**src/rtl/stack_drain_pkg.sv**
```systemverilog
// Shared definitions for the stack drain engine.
//   - state_e       : FSM encoding (IDLE=0, RUN=1, FLUSH=2)
//   - WIDTH_DEFAULT : default data width of the stack / output stream
//   - CNTW_DEFAULT  : default width of burst length and delivered-word count
package stack_drain_pkg;

    localparam int unsigned WIDTH_DEFAULT = 32;
    localparam int unsigned CNTW_DEFAULT  = 8;

    typedef enum logic [1:0] {
        IDLE  = 2'd0,
        RUN   = 2'd1,
        FLUSH = 2'd2
    } state_e;

endpackage

```
**src/rtl/drain_skid_buf.sv**
```systemverilog
// Two-entry in-order buffer sitting between the stack read port and the
// downstream valid/ready stream. Entries leave in the order they arrived.
// Ports:
//   clk_i, rst_ni : clock, asynchronous active-low reset (empties the buffer)
//   push_i/data_i : write one entry this cycle
//   pop_i         : downstream accepted the head entry this cycle
//   valid_o       : buffer holds at least one entry
//   data_o        : oldest entry (stable until popped)
//   cnt_o         : current occupancy, 0..2
module drain_skid_buf #(
    parameter int unsigned Width = 32
) (
    input  logic             clk_i,
    input  logic             rst_ni,
    input  logic             push_i,
    input  logic [Width-1:0] data_i,
    input  logic             pop_i,
    output logic             valid_o,
    output logic [Width-1:0] data_o,
    output logic [1:0]       cnt_o
);

    logic [Width-1:0] mem_q [2];
    logic [Width-1:0] mem_d [2];
    logic             wr_ptr_q, wr_ptr_d;
    logic             rd_ptr_q, rd_ptr_d;
    logic [1:0]       cnt_q, cnt_d;
    logic             do_pop;
    logic             do_push;

    assign do_pop  = pop_i && (cnt_q != 2'd0);
    // A push into a full buffer is only legal when the head leaves in the same cycle.
    assign do_push = push_i && ((cnt_q != 2'd2) || do_pop);

    always_comb begin
        mem_d    = mem_q;
        wr_ptr_d = wr_ptr_q;
        rd_ptr_d = rd_ptr_q;
        cnt_d    = cnt_q;
        if (do_push) begin
            mem_d[wr_ptr_q] = data_i;
            wr_ptr_d        = ~wr_ptr_q;
        end
        if (do_pop) begin
            rd_ptr_d = ~rd_ptr_q;
        end
        case ({do_push, do_pop})
            2'b10:   cnt_d = cnt_q + 2'd1;
            2'b01:   cnt_d = cnt_q - 2'd1;
            default: cnt_d = cnt_q;
        endcase
    end

    always_ff @(posedge clk_i or negedge rst_ni) begin
        if (!rst_ni) begin
            mem_q    <= '{default: '0};
            wr_ptr_q <= 1'b0;
            rd_ptr_q <= 1'b0;
            cnt_q    <= 2'd0;
        end else begin
            mem_q    <= mem_d;
            wr_ptr_q <= wr_ptr_d;
            rd_ptr_q <= rd_ptr_d;
            cnt_q    <= cnt_d;
        end
    end

    assign valid_o = (cnt_q != 2'd0);
    assign data_o  = mem_q[rd_ptr_q];
    assign cnt_o   = cnt_q;

endmodule

```
**src/rtl/stack_drain.sv**
```systemverilog
// Stack drain engine: pops words from a stack (read data valid one cycle
// after each pop) and streams them downstream over valid/ready, preserving
// LIFO order. A drain is started with start/burst_len (0 = until empty).
// Optional feature macro: STACK_DRAIN_ABORT_EN adds an abort input that stops
// popping and flushes the words already requested.
// Ports:
//   clk, rst              : clock, asynchronous active-low reset
//   start, burst_len      : drain request and word limit (sampled in IDLE)
//   abort                 : stop popping early (STACK_DRAIN_ABORT_EN only)
//   stack_empty           : stack empty flag
//   stack_data            : stack read data, valid the cycle after stack_pop
//   stack_pop             : one-cycle pop request per word
//   m_valid/m_ready/m_data: downstream stream
//   busy, done            : not-idle flag, one-cycle completion pulse
//   count                 : words delivered in the current/last drain (saturating)
module stack_drain
    import stack_drain_pkg::*;
#(
    parameter int unsigned WIDTH = WIDTH_DEFAULT,
    parameter int unsigned CNTW  = CNTW_DEFAULT
) (
    input  logic             clk,
    input  logic             rst,
    input  logic             start,
    input  logic [CNTW-1:0]  burst_len,
`ifdef STACK_DRAIN_ABORT_EN
    input  logic             abort,
`endif
    input  logic             stack_empty,
    input  logic [WIDTH-1:0] stack_data,
    output logic             stack_pop,
    output logic             m_valid,
    input  logic             m_ready,
    output logic [WIDTH-1:0] m_data,
    output logic             busy,
    output logic             done,
    output logic [CNTW-1:0]  count
);

    state_e          state_q, state_d;
    logic [CNTW-1:0] len_q, len_d;
    logic [CNTW-1:0] pop_cnt_q, pop_cnt_d;
    logic [CNTW-1:0] count_q, count_d;
    logic            inflight_q, inflight_d;

    logic [1:0]      buf_cnt;
    logic            xfer;
    logic [1:0]      occ_after;
    logic            room;
    logic            limit_hit;
    logic            abort_req;

    assign xfer = m_valid & m_ready;

    // Occupancy is judged after this cycle's transfer so that a word leaving
    // frees its slot immediately; this is what sustains one word per cycle.
    assign occ_after = buf_cnt - {1'b0, xfer};
    assign room      = (occ_after + {1'b0, inflight_q}) < 2'd2;
    assign limit_hit = (len_q != '0) && (pop_cnt_q == len_q);

`ifdef STACK_DRAIN_ABORT_EN
    assign abort_req = abort;
`else
    assign abort_req = 1'b0;
`endif

    always_comb begin
        state_d   = state_q;
        len_d     = len_q;
        pop_cnt_d = pop_cnt_q;
        count_d   = count_q;
        stack_pop = 1'b0;
        done      = 1'b0;

        if (xfer && (count_q != {CNTW{1'b1}})) begin
            count_d = count_q + CNTW'(1);
        end

        case (state_q)
            IDLE: begin
                if (start) begin
                    state_d   = RUN;
                    len_d     = burst_len;
                    pop_cnt_d = '0;
                    count_d   = '0;
                end
            end
            RUN: begin
                if (abort_req || limit_hit) begin
                    state_d = FLUSH;
                end else if (stack_empty && !inflight_q) begin
                    state_d = FLUSH;
                end else if (!stack_empty && room) begin
                    stack_pop = 1'b1;
                    pop_cnt_d = pop_cnt_q + CNTW'(1);
                end
            end
            FLUSH: begin
                if ((buf_cnt == 2'd0) && !inflight_q) begin
                    state_d = IDLE;
                    done    = 1'b1;
                end
            end
            default: state_d = IDLE;
        endcase

        inflight_d = stack_pop;
    end

    always_ff @(posedge clk or negedge rst) begin
        if (!rst) begin
            state_q    <= IDLE;
            len_q      <= '0;
            pop_cnt_q  <= '0;
            count_q    <= '0;
            inflight_q <= 1'b0;
        end else begin
            state_q    <= state_d;
            len_q      <= len_d;
            pop_cnt_q  <= pop_cnt_d;
            count_q    <= count_d;
            inflight_q <= inflight_d;
        end
    end

    // Capture happens exactly one cycle after the pop, when stack_data is valid.
    drain_skid_buf #(
        .Width (WIDTH)
    ) u_skid_buf (
        .clk_i   (clk),
        .rst_ni  (rst),
        .push_i  (inflight_q),
        .data_i  (stack_data),
        .pop_i   (xfer),
        .valid_o (m_valid),
        .data_o  (m_data),
        .cnt_o   (buf_cnt)
    );

    assign busy  = (state_q != IDLE);
    assign count = count_q;

endmodule

```
**config.mk**
```make
export PLATFORM = sky130hd
export DESIGN_NAME = stack_drain
export DESIGN_NICKNAME = d
export VERILOG_FILES = /design/src/rtl/stack_drain_pkg.sv /design/src/rtl/drain_skid_buf.sv /design/src/rtl/stack_drain.sv
export SDC_FILE = /design/constraint.sdc
export NUM_CORES = 1
export LEC_CHECK = 0
export CELL_PAD_IN_SITES_DETAIL_PLACEMENT = 0
export CELL_PAD_IN_SITES_GLOBAL_PLACEMENT = 2
export CORE_MARGIN = 4
export CORE_UTILIZATION = 37
export DETAILED_ROUTE_END_ITERATION = 10
export HOLD_SLACK_MARGIN = 0.08
export PLACE_DENSITY = 0.84
export SLEW_MARGIN = 10
export SYNTH_ARGS = -nofsm -noshare
export SYNTH_HDL_FRONTEND = slang
export SYNTH_SLANG_ARGS = --single-unit
```
**constraint.sdc**
```tcl
create_clock -name clk -period 7.3 [get_ports clk]
set_input_delay 1.46 -clock clk [delete_from_list [all_inputs] [get_ports clk]]
set_output_delay 1.46 -clock clk [all_outputs]
set_load 0.01 [all_outputs]
```
==> flow_summary.ini <==
[critical_path]
end_kind = output port
cp.required_ps = 5840
worstSetupStartpointType = input pin
worstSetupPathType = in -> out
cp_slowest_stage_delay_ps = 530
cp_cell_sequence = clkdlybuf4s50_1 > o21a_1 > ha_1 > and2b_1 > xnor2_1 > or3_1 > or2_1 > inv_1 > clkdlybuf4s50_1
crit_fanout = 9
crit_path_top_delay_cell = clkdlybuf4s50_1
worstPathArrival_ps = 4050
crit_top_cell = clkdlybuf4s50_1

[synth]
synth_common_cells = dfrtp_1 (95), mux2_2 (95), nand2_1 (33), xnor2_1 (15), nor2_1 (13)
synth_seq_cells = 95
syn_area_um2 = 4379
syn_avg_cell_area_um2 = 12.66
synth_area_leaders = dfrtp_1 (54%), mux2_2 (24%), xnor2_1 (3.0%)
synth_edf_count = 0
async_flop_share_pct = 100.0
synthFlopType = dfrtp_1
ys_seq_area_share_pct = 54.29
synth.distinct_cells = 39
ys_warn_count = 0
synth_nets = 395
syn-instance-count = 346
yosys.area.top_type = dfrtp_1
synth_top_area_share_pct = 54.29

[final_layout]
nNetsFinal = 480
syn_to_final_growth_pct = 31.29
drive_gt1_share_pct = 27.06
diodes = 0

[outcome]
status = finished, final reports clean

[grt]
grt_overflow = 0
antenna_found_initial = 0
grt_pass1_wl_mm = 15.01
grt_max_degree = 72
first_global_vias = 3028
grt_use_total_pct = 13.99

[detailed_routing]
wl_per_cell_um = 15.78
via_count = 2891
dr.pass1.iters = 4
drt_iter0_markers = 105
ant_nets = 0
drt_wl_total_mm = 9.136
routed_via_density = 4.993
drc = 0

[clock_tree]
cts_sinks = 95
cts_tree = built
cts_inserted_buffers = 9
path_clk_slew_ps = 60
cts-resized-gates = 0
cts.path.max_buffers = 2
insertion_delay_ps = 330
cts_hold_buf = 0
cts-root-buf = clkbuf_16
postCtsSetupBuffers = 0
cts_max_level = 3

[sta]
max_slew_margin_pct = 34.76
clock.fmax_mhz = 181.4
setup_tns_ps = 0
rsz0062_at_grt = false
finalCritPeriodShare_pct = 75.53
clock_skew_ps = 4.825
period_needed_ps = 5514
finalSetupViolCount = 0
slew_viol_final = 0
worst_pin_slew_ps = 976.3
hold_viol = 0
postLayoutSetupSlackWorst_ps = 1786

[min_path]
min_path_type = reg -> reg

[floorplanning]
floorplan.initialDensity_pct = 38.03
die_y_um = 116.8
die_w_um = 116.8
io_pins = 89
dieArea_um2 = 13640
row_count = 39
core_area_um2 = 11520

[pwr]
max-vdd-ir-drop_mv = 0.1284
leakage_nw = 2.497
pwr_density_cell_nw_per_um2 = 430.6

[placed_design]
numPortBuffers = 88
globalplace.congestion = 0.7629
hpwlAfterDp_mm = 6.230
pre_cts_ws_ps = 1786

[flow_run]
drv_cap = 0
[metrics by stage]
step / cell area, um2 / utilization, % / hold slack [ps] / total power [W] / instances
6_report: 5749 / 49.92 / 490.4 / 0.002476 / 579
5_1_grt: 5749 / 49.92 / 513.6 / 0.002646 / 579
4_1_cts: 5749 / 49.92 / 498.4 / 0.002517 / 579
3_5_place_dp: 5393 / 46.83 / 482.1 / 0.001959 / 563
3_3_place_gp: 5393 / 46.83 / 467.6 / 0.001933 / 563
2_1_floorplan: 4379 / - / 454.1 / 0.001513 / 346
[report_power, final]
group | switching [W] | total, W | internal [W]
sequential | 0.000140 | 0.000891 | 0.000752
clock | 0.000192 | 0.000546 | 0.000353
combinational | 0.000416 | 0.00104 | 0.000623
[per-layer routing]
metal  wire (um)  global-route usage, %
met1        4347                  19.29
met2        4147                  21.84
met3         527                  3.393
met4         113                  4.587
met5           0                      0
[state kept, by name (all words and copies together), names as in the netlist]
signal	flops
u_skid_buf.mem_q	64
count	8
len_q	8
pop_cnt_q	8
state_q	2
u_skid_buf.cnt_o	2
inflight_q	1
u_skid_buf.rd_ptr_q	1
u_skid_buf.wr_ptr_q	1
[logic make-up (layout without fill, tap and decap cells)]
| group | count (synthesis) | after routing | share of synthesized area, % |
|---|---|---|---|
| AOI/OAI and AO/OA | 23 | 23 | 3.943 |
| DFF | 95 | 95 | 54.29 |
| muxes | 99 | 99 | 25.37 |
| buffers and inverters | 24 | 114 | 2.286 |
| xor gates and xnor gates | 21 | 21 | 4.200 |
| adders and majority gates | 4 | 4 | 1.143 |
| and+or+nand+nor | 80 | 80 | 8.772 |
[cell type report]
| type | count | area, um2 |
|---|---|---|
| Tap cell | 143 | 178.9 |
| Timing Repair Buffer | 91 | 900.9 |
| Fill cell | 1041 | 5767 |
| Inverter | 7 | 26.28 |
| Clock inverter | 5 | 103.9 |
| Clock buffer | 11 | 252.7 |
| Multi-Input combinational cell | 227 | 1909 |
| Sequential cell | 95 | 2377 |
[path summary, 6_finish.rpt]
path | start | endpoint | depth (start not counted) | slack [ps]
min reg2reg | u_skid_buf.mem_q[42] | u_skid_buf.mem_q[42] | 1 | 490
max reg2reg | u_skid_buf.cnt_o[0] | pop_cnt_q[6] | 7 | 4900
min | u_skid_buf.mem_q[42] | u_skid_buf.mem_q[42] | 1 | 490
min in group asynchronous | rst | u_skid_buf.mem_q[1] | 1 | 1020
max in group asynchronous | rst | u_skid_buf.mem_q[9] | 2 | 5070
max | m_ready | stack_pop | 9 | 1790
[cells in the final DEF (no fill, tap or decap), types with 3 or more instances in the layout]
cell type / n
a31o_1: 4
nor3_1: 6
ha_1: 4
xor2_1: 6
nor2_1: 12
inv_1: 7
xnor2_1: 15
mux2i_1: 3
clkdlybuf4s50_1: 87
dfrtp_1: 95
nand2_1: 33
nand3_1: 10
buf_4: 4
clkbuf_16: 9
or3_1: 3
mux2_2: 95
bufinv_16: 3
o21ai_0: 3
[critical path, delay by kind of cell]
family / cells / cell delay [ps]
AO/OA/AOI/OAI: 1 / 130
buffers and inverters: 3 / 1080
adder cells (fa/ha/maj): 1 / 250
AND/OR/NAND/NOR: 3 / 1010
XOR/XNOR: 1 / 120
Power figures use the tool's default switching activity.
